--- config.mk ---
export PLATFORM = sky130hd
export DESIGN_NAME = response_analyzer
export DESIGN_NICKNAME = d
export VERILOG_FILES = /design/src/rtl/pmbist_pkg.sv /design/src/rtl/response_analyzer_fail_fifo.sv /design/src/rtl/response_analyzer.sv
export SDC_FILE = /design/constraint.sdc
export NUM_CORES = 1
export LEC_CHECK = 0
export CORE_ASPECT_RATIO = 0.6
export CORE_MARGIN = 2
export CORE_UTILIZATION = 39
export DETAILED_ROUTE_END_ITERATION = 8
export GPL_ROUTABILITY_DRIVEN = 1
export HOLD_SLACK_MARGIN = 0.02
export PLACE_DENSITY = 0.83
export SLEW_MARGIN = 20
export SYNTH_ARGS = -nofsm -noshare
export SYNTH_HDL_FRONTEND = slang
export SYNTH_SLANG_ARGS = --single-unit
--- constraint.sdc ---
create_clock -name clk -period 3.1 [get_ports clk]
set_input_delay 0.775 -clock clk [delete_from_list [all_inputs] [get_ports clk]]
set_output_delay 0.775 -clock clk [all_outputs]
set_load 0.02 [all_outputs]
--- src/rtl/pmbist_pkg.sv ---
// -----------------------------------------------------------------------------
// pmbist_pkg
// Shared definitions for the memory-BIST response path.
//   DATA_W_DEF / ADDR_W_DEF : default word and address widths
//   CNT_W / CNT_MAX         : width and saturation value of the fail counter
//   fail_rec_t              : fail-log record layout, {addr, syndrome} with the
//                             address in the upper bits
//   rec_width()             : record width for non-default parameterisations
// -----------------------------------------------------------------------------
package pmbist_pkg;

  localparam int DATA_W_DEF = 8;
  localparam int ADDR_W_DEF = 8;
  localparam int CNT_W      = 8;
  localparam logic [CNT_W-1:0] CNT_MAX = '1;

  typedef struct packed {
    logic [ADDR_W_DEF-1:0] addr;
    logic [DATA_W_DEF-1:0] syn;
  } fail_rec_t;

  function automatic int rec_width(input int addr_w, input int data_w);
    return addr_w + data_w;
  endfunction

endpackage

--- src/rtl/response_analyzer_fail_fifo.sv ---
// -----------------------------------------------------------------------------
// fail_fifo
// Synchronous first-word-fall-through FIFO holding fail records.
// Ports:
//   clk, rst        : clock, synchronous active-high reset
//   clr_in          : synchronous flush (empties the FIFO)
//   push_in, din_in : write request and record
//   pop_in          : remove head entry (ignored when empty)
//   vld_out         : FIFO non-empty; dout_out shows the head entry
//   drop_out        : a push was refused because the FIFO was full
// A push and a pop in the same cycle on a full FIFO both succeed.
// -----------------------------------------------------------------------------
module fail_fifo #(
  parameter int WIDTH = 16,
  parameter int DEPTH = 8
) (
  input  logic             clk,
  input  logic             rst,
  input  logic             clr_in,
  input  logic             push_in,
  input  logic             pop_in,
  input  logic [WIDTH-1:0] din_in,
  output logic             vld_out,
  output logic [WIDTH-1:0] dout_out,
  output logic             drop_out
);

  localparam int PTR_W = (DEPTH > 1) ? $clog2(DEPTH) : 1;

  logic [WIDTH-1:0] r_mem [DEPTH];
  logic [PTR_W-1:0] r_wr_ptr;
  logic [PTR_W-1:0] r_rd_ptr;
  logic [PTR_W:0]   r_count;

  logic w_empty;
  logic w_full;
  logic w_pop_ok;
  logic w_push_ok;

  assign w_empty   = (r_count == '0);
  assign w_full    = (r_count == (PTR_W+1)'(DEPTH));
  assign w_pop_ok  = pop_in && !w_empty;
  // A pop frees a slot in the same cycle, so a full FIFO still accepts a push.
  assign w_push_ok = push_in && (!w_full || w_pop_ok);
  assign drop_out  = push_in && !w_push_ok;

  always_ff @(posedge clk) begin
    if (rst || clr_in) begin
      r_wr_ptr <= '0;
      r_rd_ptr <= '0;
      r_count  <= '0;
    end else begin
      if (w_push_ok) r_wr_ptr <= r_wr_ptr + 1'b1;
      if (w_pop_ok)  r_rd_ptr <= r_rd_ptr + 1'b1;
      case ({w_push_ok, w_pop_ok})
        2'b10:   r_count <= r_count + 1'b1;
        2'b01:   r_count <= r_count - 1'b1;
        default: r_count <= r_count;
      endcase
    end
  end

  // Storage carries no reset; validity is tracked entirely by the pointers.
  always_ff @(posedge clk) begin
    if (w_push_ok) r_mem[r_wr_ptr] <= din_in;
  end

  // Head is read asynchronously so the oldest record is visible without a pop.
  assign vld_out  = !w_empty;
  assign dout_out = r_mem[r_rd_ptr];

endmodule

--- src/rtl/response_analyzer.sv ---
// -----------------------------------------------------------------------------
// response_analyzer
// Compares memory read data against the expected pattern, keeps a sticky fail
// flag, a saturating mismatch counter and a done/pass status, and optionally
// logs {address, syndrome} of each mismatch.
// Build option: define RESPONSE_ANALYZER_FAIL_LOG_EN to include the fail log;
// otherwise the log outputs are tied low and pop_in is ignored.
// Ports:
//   clk, rst        : clock, synchronous active-high reset
//   rd_in           : read strobe; exp_in / addr_in are sampled with it
//   data_in         : memory read data, valid RD_LAT cycles after rd_in
//   end_in          : pulse with/after the last read
//   clr_in          : synchronous clear of all results and in-flight reads
//   pop_in          : remove head of fail log
//   fail_out, fail_cnt_out, done_out, pass_out : result status
//   log_vld_out, log_addr_out, log_syn_out     : fail-log head (FWFT)
//   ovfl_out        : sticky, a fail record was dropped on a full log
// -----------------------------------------------------------------------------
module response_analyzer
  import pmbist_pkg::*;
#(
  parameter int DATA_W     = DATA_W_DEF,
  parameter int ADDR_W     = ADDR_W_DEF,
  parameter int RD_LAT     = 1,
  parameter int FIFO_DEPTH = 8
) (
  input  logic              clk,
  input  logic              rst,
  input  logic              rd_in,
  input  logic [DATA_W-1:0] exp_in,
  input  logic [ADDR_W-1:0] addr_in,
  input  logic [DATA_W-1:0] data_in,
  input  logic              end_in,
  input  logic              clr_in,
  input  logic              pop_in,
  output logic              fail_out,
  output logic [CNT_W-1:0]  fail_cnt_out,
  output logic              done_out,
  output logic              pass_out,
  output logic              log_vld_out,
  output logic [ADDR_W-1:0] log_addr_out,
  output logic [DATA_W-1:0] log_syn_out,
  output logic              ovfl_out
);

  // Stage i holds the read issued i+1 cycles ago; the last stage lines up
  // with data_in.
  logic              r_tag_pipe  [RD_LAT];
  logic              r_end_pipe  [RD_LAT];
  logic [DATA_W-1:0] r_exp_pipe  [RD_LAT];
  logic [ADDR_W-1:0] r_addr_pipe [RD_LAT];

  logic              r_fail;
  logic [CNT_W-1:0]  r_cnt;
  logic              r_done;

  logic              w_flush;
  logic [DATA_W-1:0] w_syn;
  logic              w_mismatch;

  // Reset and clear both drop every in-flight read, including one issued now.
  assign w_flush = rst || clr_in;

  always_ff @(posedge clk) begin
    if (w_flush) begin
      for (int i = 0; i < RD_LAT; i++) begin
        r_tag_pipe[i] <= 1'b0;
        r_end_pipe[i] <= 1'b0;
      end
    end else begin
      r_tag_pipe[0] <= rd_in;
      r_end_pipe[0] <= end_in;
      for (int i = 1; i < RD_LAT; i++) begin
        r_tag_pipe[i] <= r_tag_pipe[i-1];
        r_end_pipe[i] <= r_end_pipe[i-1];
      end
    end
  end

  // Payload stages need no reset: they are only consumed when tagged.
  always_ff @(posedge clk) begin
    r_exp_pipe[0]  <= exp_in;
    r_addr_pipe[0] <= addr_in;
    for (int i = 1; i < RD_LAT; i++) begin
      r_exp_pipe[i]  <= r_exp_pipe[i-1];
      r_addr_pipe[i] <= r_addr_pipe[i-1];
    end
  end

  assign w_syn      = data_in ^ r_exp_pipe[RD_LAT-1];
  assign w_mismatch = r_tag_pipe[RD_LAT-1] && (w_syn != '0);

  always_ff @(posedge clk) begin
    if (w_flush) begin
      r_fail <= 1'b0;
      r_cnt  <= '0;
      r_done <= 1'b0;
    end else begin
      if (w_mismatch) begin
        r_fail <= 1'b1;
        if (r_cnt != CNT_MAX) r_cnt <= r_cnt + 1'b1;
      end
      if (r_end_pipe[RD_LAT-1]) r_done <= 1'b1;
    end
  end

  assign fail_out     = r_fail;
  assign fail_cnt_out = r_cnt;
  assign done_out     = r_done;
  assign pass_out     = r_done && !r_fail;

`ifdef RESPONSE_ANALYZER_FAIL_LOG_EN
  localparam int REC_W = rec_width(ADDR_W, DATA_W);

  logic             w_log_push;
  logic             w_log_drop;
  logic [REC_W-1:0] w_log_head;
  logic             r_ovfl;

  assign w_log_push = w_mismatch && !clr_in;

  fail_fifo #(
    .WIDTH (REC_W),
    .DEPTH (FIFO_DEPTH)
  ) u_fail_fifo (
    .clk      (clk),
    .rst      (rst),
    .clr_in   (clr_in),
    .push_in  (w_log_push),
    .pop_in   (pop_in),
    .din_in   ({r_addr_pipe[RD_LAT-1], w_syn}),
    .vld_out  (log_vld_out),
    .dout_out (w_log_head),
    .drop_out (w_log_drop)
  );

  always_ff @(posedge clk) begin
    if (w_flush)         r_ovfl <= 1'b0;
    else if (w_log_drop) r_ovfl <= 1'b1;
  end

  assign log_addr_out = w_log_head[REC_W-1 -: ADDR_W];
  assign log_syn_out  = w_log_head[DATA_W-1:0];
  assign ovfl_out     = r_ovfl;
`else
  logic w_unused_log;
  assign w_unused_log = ^{pop_in, r_addr_pipe[RD_LAT-1]};

  assign log_vld_out  = 1'b0;
  assign log_addr_out = '0;
  assign log_syn_out  = '0;
  assign ovfl_out     = 1'b0;
`endif

endmodule

==> flow_summary.html, run 1 <==
<table>
<tr><th>Metric</th><th>Value</th></tr>
<tr><th colspan="2">Outcome</th></tr>
<tr><td>Run status</td><td>finished clean</td></tr>
<tr><th colspan="2">Floorplanning</th></tr>
<tr><td>Width of the die</td><td>68.0 um</td></tr>
<tr><td>Placeable core region</td><td>2240 um2</td></tr>
<tr><td>Area of the die</td><td>2880 um2</td></tr>
<tr><td>Initial core utilization</td><td>0.426</td></tr>
<tr><td>Overall die height</td><td>42.4 um</td></tr>
<tr><td>IO Pins</td><td>59</td></tr>
<tr><td>Count of standard-cell rows</td><td>13</td></tr>
<tr><th colspan="2">STA</th></tr>
<tr><td>Final number of hold-violating endpoints</td><td>0</td></tr>
<tr><td>Unrepaired setup endpoints after global routing</td><td>false</td></tr>
<tr><td>Worst Setup Slack, final</td><td>561 ps</td></tr>
<tr><td>Transition at the pin with the smallest max-transition slack</td><td>986 ps</td></tr>
<tr><td>Final setup violation count</td><td>0</td></tr>
<tr><td>Normalized max-slew margin</td><td>0.341</td></tr>
<tr><td>Peak clock frequency supported by timing</td><td>394 MHz</td></tr>
<tr><td>Slew Viols, Final</td><td>0</td></tr>
<tr><td>Clock Skews</td><td>3.60 ps</td></tr>
<tr><td>Post-route minimum period</td><td>2540 ps</td></tr>
<tr><td>Setup TNS</td><td>0 ps</td></tr>
<tr><td>Share of the clock period used by the worst path after layout</td><td>0.819</td></tr>
<tr><th colspan="2">Detailed routing</th></tr>
<tr><td>ANT nets after route</td><td>0</td></tr>
<tr><td>Routed vias</td><td>751</td></tr>
<tr><td>Total DRC errors in the routed layout</td><td>0</td></tr>
<tr><td>DR WL/cell</td><td>11.4 um</td></tr>
<tr><td>Final WL</td><td>1.86 mm</td></tr>
<tr><td>First-iteration detailed-routing DRC count</td><td>27</td></tr>
<tr><td>1st-pass router iterations</td><td>4</td></tr>
<tr><td>DR vias/cell</td><td>4.58</td></tr>
<tr><th colspan="2">Clock tree</th></tr>
<tr><td>CTS tree</td><td>built</td></tr>
<tr><td>Post-CTS sizing</td><td>0</td></tr>
<tr><td>Cts hold-fix bufs</td><td>0</td></tr>
<tr><td>Clock Latency Late Sink</td><td>260 ps</td></tr>
<tr><td>Clock sinks</td><td>20</td></tr>
<tr><td>Clock buffers created by TritonCTS</td><td>3</td></tr>
<tr><td>CTS clk-pin slew, worst paths</td><td>70 ps</td></tr>
<tr><td>Setup Buffers After CTS</td><td>0</td></tr>
<tr><td>H-tree Lvls</td><td>1</td></tr>
<tr><td>Clock root buffer</td><td>sky130_fd_sc_hd__clkbuf_8</td></tr>
<tr><td>Maximum number of buffers from clock root to sink</td><td>2</td></tr>
<tr><th colspan="2">Flow run</th></tr>
<tr><td>Max_cap viols</td><td>0</td></tr>
<tr><th colspan="2">Critical path</th></tr>
<tr><td>Critical Path Slowest Stage Cell</td><td>sky130_fd_sc_hd__a21boi_1</td></tr>
<tr><td>Crit Path Max Fanout</td><td>15</td></tr>
<tr><td>Cell-by-cell listing of the critical path</td><td>clkdlybuf4s50_1, xor2_1, nor4_1, a21boi_1, and3_2, o21ai_0</td></tr>
<tr><td>Startpoint-to-endpoint class of the critical path</td><td>in -&gt; reg</td></tr>
<tr><td>Critical path endpoint category</td><td>register</td></tr>
<tr><td>Crit start category</td><td>primary input</td></tr>
<tr><td>Data required, critical path</td><td>3240 ps</td></tr>
<tr><td>Delay of the slowest cell on the worst path</td><td>780 ps</td></tr>
<tr><td>CP Data Arrival Time</td><td>2680 ps</td></tr>
<tr><th colspan="2">Yosys</th></tr>
<tr><td>Number of enable-type register cells in the synthesized netlist</td><td>0</td></tr>
<tr><td>Cell types with the largest area share after synthesis</td><td>sky130_fd_sc_hd__dfxtp_1 (42%), sky130_fd_sc_hd__buf_4 (15%), sky130_fd_sc_hd__xor2_1 (7.3%)</td></tr>
<tr><td>Async SR Flop Fraction</td><td>0</td></tr>
<tr><td>Post-synth design cell area</td><td>957 um2</td></tr>
<tr><td>Mean post-synth cell area</td><td>9.20 um2</td></tr>
<tr><td>Sequential fraction of the synthesis area</td><td>0.418</td></tr>
<tr><td>Count of synthesis-stage warnings from yosys</td><td>0</td></tr>
<tr><td>Most used flip-flop cell after synthesis</td><td>sky130_fd_sc_hd__dfxtp_1</td></tr>
<tr><td>Count of different cell masters after synthesis</td><td>32</td></tr>
<tr><td>Area share of the largest cell type after synthesis</td><td>0.418</td></tr>
<tr><td>Instance count of the mapped netlist</td><td>104</td></tr>
<tr><td>Biggest area consumer among synthesized cells</td><td>sky130_fd_sc_hd__dfxtp_1</td></tr>
<tr><td>Flop and latch count out of synthesis</td><td>20</td></tr>
<tr><th colspan="2">Cells and area</th></tr>
<tr><td>Share of layout cells above drive strength 1</td><td>0.0821</td></tr>
<tr><td>Area added between synthesis and finish</td><td>30.8%</td></tr>
<tr><td>Fill cells</td><td>192</td></tr>
<tr><td>Final Core Density</td><td>0.558</td></tr>
<tr><td>Number of antenna diodes</td><td>0</td></tr>
<tr><td>Most frequent cells in the layout</td><td>sky130_fd_sc_hd__clkdlybuf4s50_1 (31), sky130_fd_sc_hd__dfxtp_1 (20), sky130_fd_sc_hd__conb_1 (18), sky130_fd_sc_hd__nor2_1 (9)</td></tr>
<tr><td>Nets@finish</td><td>167</td></tr>
<tr><td>Commonest non-fill, non-tap cell in the layout</td><td>sky130_fd_sc_hd__clkdlybuf4s50_1</td></tr>
<tr><th colspan="2">Placement</th></tr>
<tr><td>Worst setup slack after placement</td><td>312 ps</td></tr>
<tr><td>HPWL after DPL</td><td>1.52 mm</td></tr>
<tr><td>Final weighted congestion of routability-driven global placement</td><td>0.756</td></tr>
<tr><td>Port buffer count</td><td>31</td></tr>
<tr><th colspan="2">Min path</th></tr>
<tr><td>Class of the worst hold path</td><td>reg -&gt; reg</td></tr>
<tr><th colspan="2">GRT</th></tr>
<tr><td>Final global-route overflow total</td><td>0</td></tr>
<tr><td>Via count of the first global-routing pass</td><td>667</td></tr>
<tr><td>Number of antenna violations at the first check in global routing</td><td>0</td></tr>
<tr><td>First-pass GRT wire length</td><td>3.02 mm</td></tr>
<tr><td>Largest net degree at the start of global routing</td><td>16</td></tr>
<tr><td>Combined global-route utilization of all metal layers</td><td>0.143</td></tr>
<tr><th colspan="2">Power and ir drop</th></tr>
<tr><td>Power per Cell Area</td><td>404 nW/um2</td></tr>
<tr><td>Maximum vdd ir drop</td><td>191 uV</td></tr>
<tr><td>Cell leakage power</td><td>0.538 nW</td></tr>
<tr><td>Total power draw</td><td>0.506 mW</td></tr>
</table>
-- cell usage after synthesis, types with 2 or more instances --
master and number:
sky130_fd_sc_hd__a21oi_1 3, sky130_fd_sc_hd__a31o_2 2, sky130_fd_sc_hd__and2_1 2, sky130_fd_sc_hd__and3_2 2, sky130_fd_sc_hd__buf_4 19, sky130_fd_sc_hd__dfxtp_1 20
sky130_fd_sc_hd__inv_1 2, sky130_fd_sc_hd__mux2i_1 2, sky130_fd_sc_hd__nand2_1 8, sky130_fd_sc_hd__nand3_1 4, sky130_fd_sc_hd__nand4_1 2, sky130_fd_sc_hd__nor2_1 9
sky130_fd_sc_hd__nor4_1 2, sky130_fd_sc_hd__or3_1 2, sky130_fd_sc_hd__xor2_1 8
-- metrics by stage --
stage	hold slack, ps	instances	cell area, um2
detailed placement	429	161	1210
global placement	418	161	1210
global route	461	164	1250
CTS	445	164	1250
finish	446	164	1250
floorplan	411	121	1020
-- sequential cells by signal, summed over array words and instances (netlist names) --
register      count
done_out          1
fail_cnt_out      8
fail_out          1
r_end_pipe        1
r_exp_pipe        8
r_tag_pipe        1
-- per-layer routing --
layer  wire length (um)  vias up  track usage
met2                949       39        0.245
met5                  0        -            0
met1                760      335        0.160
li1                   -      374            -
met4                 19        0       0.0560
met3                132        3       0.0511
-- worst max-delay path: cells and delay by family --
family,cells,cell delay [ps]
AO/OA/AOI/OAI,2,880
XOR/XNOR,1,150
buffers and inverters,1,470
AND/OR/NAND/NOR,2,400
-- kinds of logic after synthesis --
| family | Yosys count | share of synthesized area |
|---|---|---|
| simple gates | 38 | 0.214 |
| buf+inv | 23 | 0.173 |
| flops | 20 | 0.418 |
| compound gates | 11 | 0.0837 |
| xor+xnor | 8 | 0.0732 |
| mux | 2 | 0.0209 |
| fa+ha+maj | 1 | 0.0131 |
| other cells | 1 | 0.00392 |
-- cell type report --
| type | instances | area, um2 | share of cell area |
|---|---|---|---|
| Multi-Input combinational cell | 78 | 455 | 0.364 |
| Sequential cell | 20 | 400 | 0.320 |
| Timing Repair Buffer | 31 | 310 | 0.248 |
| Clock buffer | 3 | 41.3 | 0.0330 |
| Tap cell | 30 | 37.5 | 0.0300 |
| Inverter | 2 | 7.51 | 0.00599 |
-- where the power goes --
group | total (mW) | internal [mW] | switching, mW
Combinational | 0.0681 | 0.0319 | 0.0362
Clock | 0.169 | 0.0867 | 0.0827
Sequential | 0.268 | 0.264 | 0.00366
-- path summary, 6_finish.rpt --
path / startpoint / to / slack, ps / cells past startpoint
min reg2reg: r_end_pipe[0] / done_out / 450 / 2
min: r_end_pipe[0] / done_out / 450 / 2
max reg2reg: r_exp_pipe[0][6] / fail_cnt_out[2] / 1230 / 5
max: data_in[6] / fail_cnt_out[2] / 560 / 6
Power figures use the tool's default switching activity.
==> inputs of run 2 (changes only) <==
--- a/config.mk
+++ b/config.mk
@@ -7,11 +7,11 @@
 export LEC_CHECK = 0
 export CORE_ASPECT_RATIO = 0.6
 export CORE_MARGIN = 2
-export CORE_UTILIZATION = 39
+export CORE_UTILIZATION = 36
 export DETAILED_ROUTE_END_ITERATION = 8
 export GPL_ROUTABILITY_DRIVEN = 1
 export HOLD_SLACK_MARGIN = 0.02
-export PLACE_DENSITY = 0.83
+export PLACE_DENSITY = 0.78
 export SLEW_MARGIN = 20
 export SYNTH_ARGS = -nofsm -noshare
 export SYNTH_HDL_FRONTEND = slang
==> constraint.sdc (replaced) <==
create_clock -name clk -period 2.65 [get_ports clk]
set_input_delay 0.6625 -clock clk [delete_from_list [all_inputs] [get_ports clk]]
set_output_delay 0.6625 -clock clk [all_outputs]
set_load 0.02 [all_outputs]
==> flow_summary.html, run 2 (synthesis gave the netlist of run 1 again) <==
<table>
<tr><th>Metric</th><th>Value</th></tr>
<tr><th colspan="2">Detailed routing</th></tr>
<tr><td>Routed vias</td><td>766 (+2.0%)</td></tr>
<tr><td>DR vias/cell</td><td>4.59 (+0.17%)</td></tr>
<tr><td>First-iteration detailed-routing DRC count</td><td>23 (-15%)</td></tr>
<tr><td>Met2 WL</td><td>945 um (-0.42%)</td></tr>
<tr><td>Final WL</td><td>1.91 mm (+2.4%)</td></tr>
<tr><td>1st-pass router iterations</td><td>4 (unchanged)</td></tr>
<tr><td>ANT nets after route</td><td>0 (unchanged)</td></tr>
<tr><td>DR WL/cell</td><td>11.4 um (+0.58%)</td></tr>
<tr><td>Total routed wire length on the met1 layer</td><td>832 um (+9.5%)</td></tr>
<tr><td>Total DRC errors in the routed layout</td><td>0 (unchanged)</td></tr>
<tr><td>Wire length on met3</td><td>115 um (-13%)</td></tr>
<tr><td>Top layer used by detailed routing</td><td>met4</td></tr>
<tr><th colspan="2">Cells and area</th></tr>
<tr><td>Commonest non-fill, non-tap cell in the layout</td><td>sky130_fd_sc_hd__clkdlybuf4s50_1</td></tr>
<tr><td>Area added between synthesis and finish</td><td>32.5%</td></tr>
<tr><td>Number of standard cells in the final layout excluding fillers</td><td>167 (+1.8%)</td></tr>
<tr><td>Fill cells</td><td>224 (+17%)</td></tr>
<tr><td>Most frequent cells in the layout</td><td>sky130_fd_sc_hd__clkdlybuf4s50_1 (31), sky130_fd_sc_hd__dfxtp_1 (20), sky130_fd_sc_hd__conb_1 (18), sky130_fd_sc_hd__nor2_1 (9)</td></tr>
<tr><td>Number of antenna diodes</td><td>0 (unchanged)</td></tr>
<tr><td>Register cell area after layout</td><td>400 um2 (unchanged)</td></tr>
<tr><td>Nets@finish</td><td>167 (unchanged)</td></tr>
<tr><td>Combined area of the multi-input logic cells</td><td>455 um2 (unchanged)</td></tr>
<tr><td>Final Instance Area</td><td>1270 um2 (+1.3%)</td></tr>
<tr><td>Share of layout cells above drive strength 1</td><td>0.0889 (+0.00680)</td></tr>
<tr><th colspan="2">Clock tree</th></tr>
<tr><td>Post-CTS sizing</td><td>0 (unchanged)</td></tr>
<tr><td>CTS clk-pin slew, worst paths</td><td>70 ps (about the same)</td></tr>
<tr><td>Clock buffers created by TritonCTS</td><td>3 (unchanged)</td></tr>
<tr><td>Maximum number of buffers from clock root to sink</td><td>2 (unchanged)</td></tr>
<tr><td>Clock Latency Late Sink</td><td>250 ps (about the same)</td></tr>
<tr><td>Clock sinks</td><td>20 (unchanged)</td></tr>
<tr><td>H-tree Lvls</td><td>1 (unchanged)</td></tr>
<tr><td>Setup Buffers After CTS</td><td>0 (unchanged)</td></tr>
<tr><td>Clock root buffer</td><td>sky130_fd_sc_hd__clkbuf_8</td></tr>
<tr><td>CTS tree</td><td>built</td></tr>
<tr><td>Cts hold-fix bufs</td><td>0 (unchanged)</td></tr>
<tr><th colspan="2">Critical path</th></tr>
<tr><td>CP Data Arrival Time</td><td>2600 ps (-80 ps)</td></tr>
<tr><td>Delay of the slowest cell on the worst path</td><td>810 ps (+30 ps)</td></tr>
<tr><td>Minimum setup slack among reg-to-reg paths</td><td>750 ps (-480 ps)</td></tr>
<tr><td>Startpoint-to-endpoint class of the critical path</td><td>in -&gt; reg</td></tr>
<tr><td>Cell-by-cell listing of the critical path</td><td>clkdlybuf4s50_1, xor2_1, nor4_1, a21boi_1, and3_2, o21ai_0</td></tr>
<tr><td>Crit Path Max Fanout</td><td>15 (unchanged)</td></tr>
<tr><td>Critical Path Slowest Stage Cell</td><td>sky130_fd_sc_hd__a21boi_1</td></tr>
<tr><td>Data required, critical path</td><td>2790 ps (-450 ps)</td></tr>
<tr><td>Critical path endpoint category</td><td>register</td></tr>
<tr><td>Crit start category</td><td>primary input</td></tr>
<tr><th colspan="2">GRT</th></tr>
<tr><td>First-pass GRT wire length</td><td>2.96 mm (-1.8%)</td></tr>
<tr><td>Final global-route overflow total</td><td>0 (unchanged)</td></tr>
<tr><td>Via count of the first global-routing pass</td><td>683 (+2.4%)</td></tr>
<tr><td>Combined global-route utilization of all metal layers</td><td>0.124 (-0.0189)</td></tr>
<tr><td>Number of antenna violations at the first check in global routing</td><td>0 (unchanged)</td></tr>
<tr><td>Largest net degree at the start of global routing</td><td>16 (unchanged)</td></tr>
<tr><th colspan="2">Flow run</th></tr>
<tr><td>Max_cap viols</td><td>0 (unchanged)</td></tr>
<tr><th colspan="2">Placement</th></tr>
<tr><td>DP Cell Count</td><td>163 (+1.2%)</td></tr>
<tr><td>Port buffer count</td><td>31 (unchanged)</td></tr>
<tr><td>HPWL after DPL</td><td>1.51 mm (-0.41%)</td></tr>
<tr><td>Worst setup slack after placement</td><td>-47.8 ps (-360 ps)</td></tr>
<tr><td>Final weighted congestion of routability-driven global placement</td><td>0.739 (-2.3%)</td></tr>
<tr><td>Placement Cell Area</td><td>1210 um2 (+0.21%)</td></tr>
<tr><th colspan="2">STA</th></tr>
<tr><td>Worst Setup Slack, final</td><td>188 ps (-373 ps)</td></tr>
<tr><td>Clock Skews</td><td>5.36 ps (+1.76 ps)</td></tr>
<tr><td>Slew Viols, Final</td><td>0 (unchanged)</td></tr>
<tr><td>Setup TNS</td><td>0 ps (unchanged)</td></tr>
<tr><td>Unrepaired setup endpoints after global routing</td><td>false</td></tr>
<tr><td>Final setup violation count</td><td>0 (unchanged)</td></tr>
<tr><td>Fin Hold WS</td><td>457 ps (+10.7 ps)</td></tr>
<tr><td>Normalized max-slew margin</td><td>0.315 (-0.0261)</td></tr>
<tr><td>Peak clock frequency supported by timing</td><td>406 MHz</td></tr>
<tr><td>Share of the clock period used by the worst path after layout</td><td>0.929</td></tr>
<tr><td>Transition at the pin with the smallest max-transition slack</td><td>1030 ps (+39.1 ps)</td></tr>
<tr><td>Post-route minimum period</td><td>2460 ps</td></tr>
<tr><td>Final number of hold-violating endpoints</td><td>0 (unchanged)</td></tr>
<tr><th colspan="2">Floorplanning</th></tr>
<tr><td>IO Pins</td><td>59 (unchanged)</td></tr>
<tr><td>Placeable core region</td><td>2520 um2 (+12%)</td></tr>
<tr><td>Area of the die</td><td>3100 um2 (+7.7%)</td></tr>
<tr><td>Overall die height</td><td>43.9 um (+3.7%)</td></tr>
<tr><td>Initial core utilization</td><td>0.379 (-0.0470)</td></tr>
<tr><td>Width of the die</td><td>70.6 um (+3.8%)</td></tr>
<tr><td>Count of standard-cell rows</td><td>14 (+1)</td></tr>
<tr><th colspan="2">Power and ir drop</th></tr>
<tr><td>Cell leakage power</td><td>0.546 nW (+1.3%)</td></tr>
<tr><td>Maximum vdd ir drop</td><td>343 uV (+79%)</td></tr>
<tr><td>Power per Cell Area</td><td>487 nW/um2 (+21%)</td></tr>
<tr><th colspan="2">Outcome</th></tr>
<tr><td>Run status</td><td>finished clean</td></tr>
<tr><th colspan="2">Min path</th></tr>
<tr><td>Class of the worst hold path</td><td>reg -&gt; reg</td></tr>
</table>
-- run 2: cell types whose count changed in the layout (fill, tap and decap cells not counted) --
cell | before | now
sky130_fd_sc_hd__clkbuf_8 | 3 | 4
-- run 2: layout make-up --
class / instances / area share
clock buffer: 4 / 0.0434
tap: 32 / 0.0316
sequential: 20 / 0.316
timing repair buffer: 31 / 0.245
inverter: 2 / 0.00592
multi-input combinational: 78 / 0.359
-- run 2: worst max-delay path: cells and delay by family --
family	cells	cell delay, ps
compound gates	2	890
buf+inv	1	470
simple gates	2	420
xor+xnor	1	160
-- run 2: worst paths after layout --
kind | from | to | cells past startpoint
hold reg to reg | r_end_pipe[0] | done_out | 2
setup / recovery | data_in[5] | fail_cnt_out[2] | 6
setup reg to reg | r_exp_pipe[0][3] | fail_cnt_out[2] | 5
hold / removal | r_end_pipe[0] | done_out | 2
-- run 2: metrics by stage --
step | util | total power [mW]
6_report | 0.503 | 0.618
5_1_grt | 0.503 | 0.643
2_1_floorplan | - | 0.383
3_3_place_gp | 0.481 | 0.397
3_5_place_dp | 0.481 | 0.401
4_1_cts | 0.503 | 0.623
-- run 2: report_power, final --
part           internal, mW  switching, mW
combinational        0.0373         0.0432
sequential            0.309        0.00426
clock                 0.132         0.0925
total                 0.479          0.140
-- run 2: metal layers --
layer / up-vias / track usage
met4: 0 / 0.0226
met5: - / 0
met2: 28 / 0.230
met1: 357 / 0.148
li1: 379 / -
met3: 2 / 0.0349
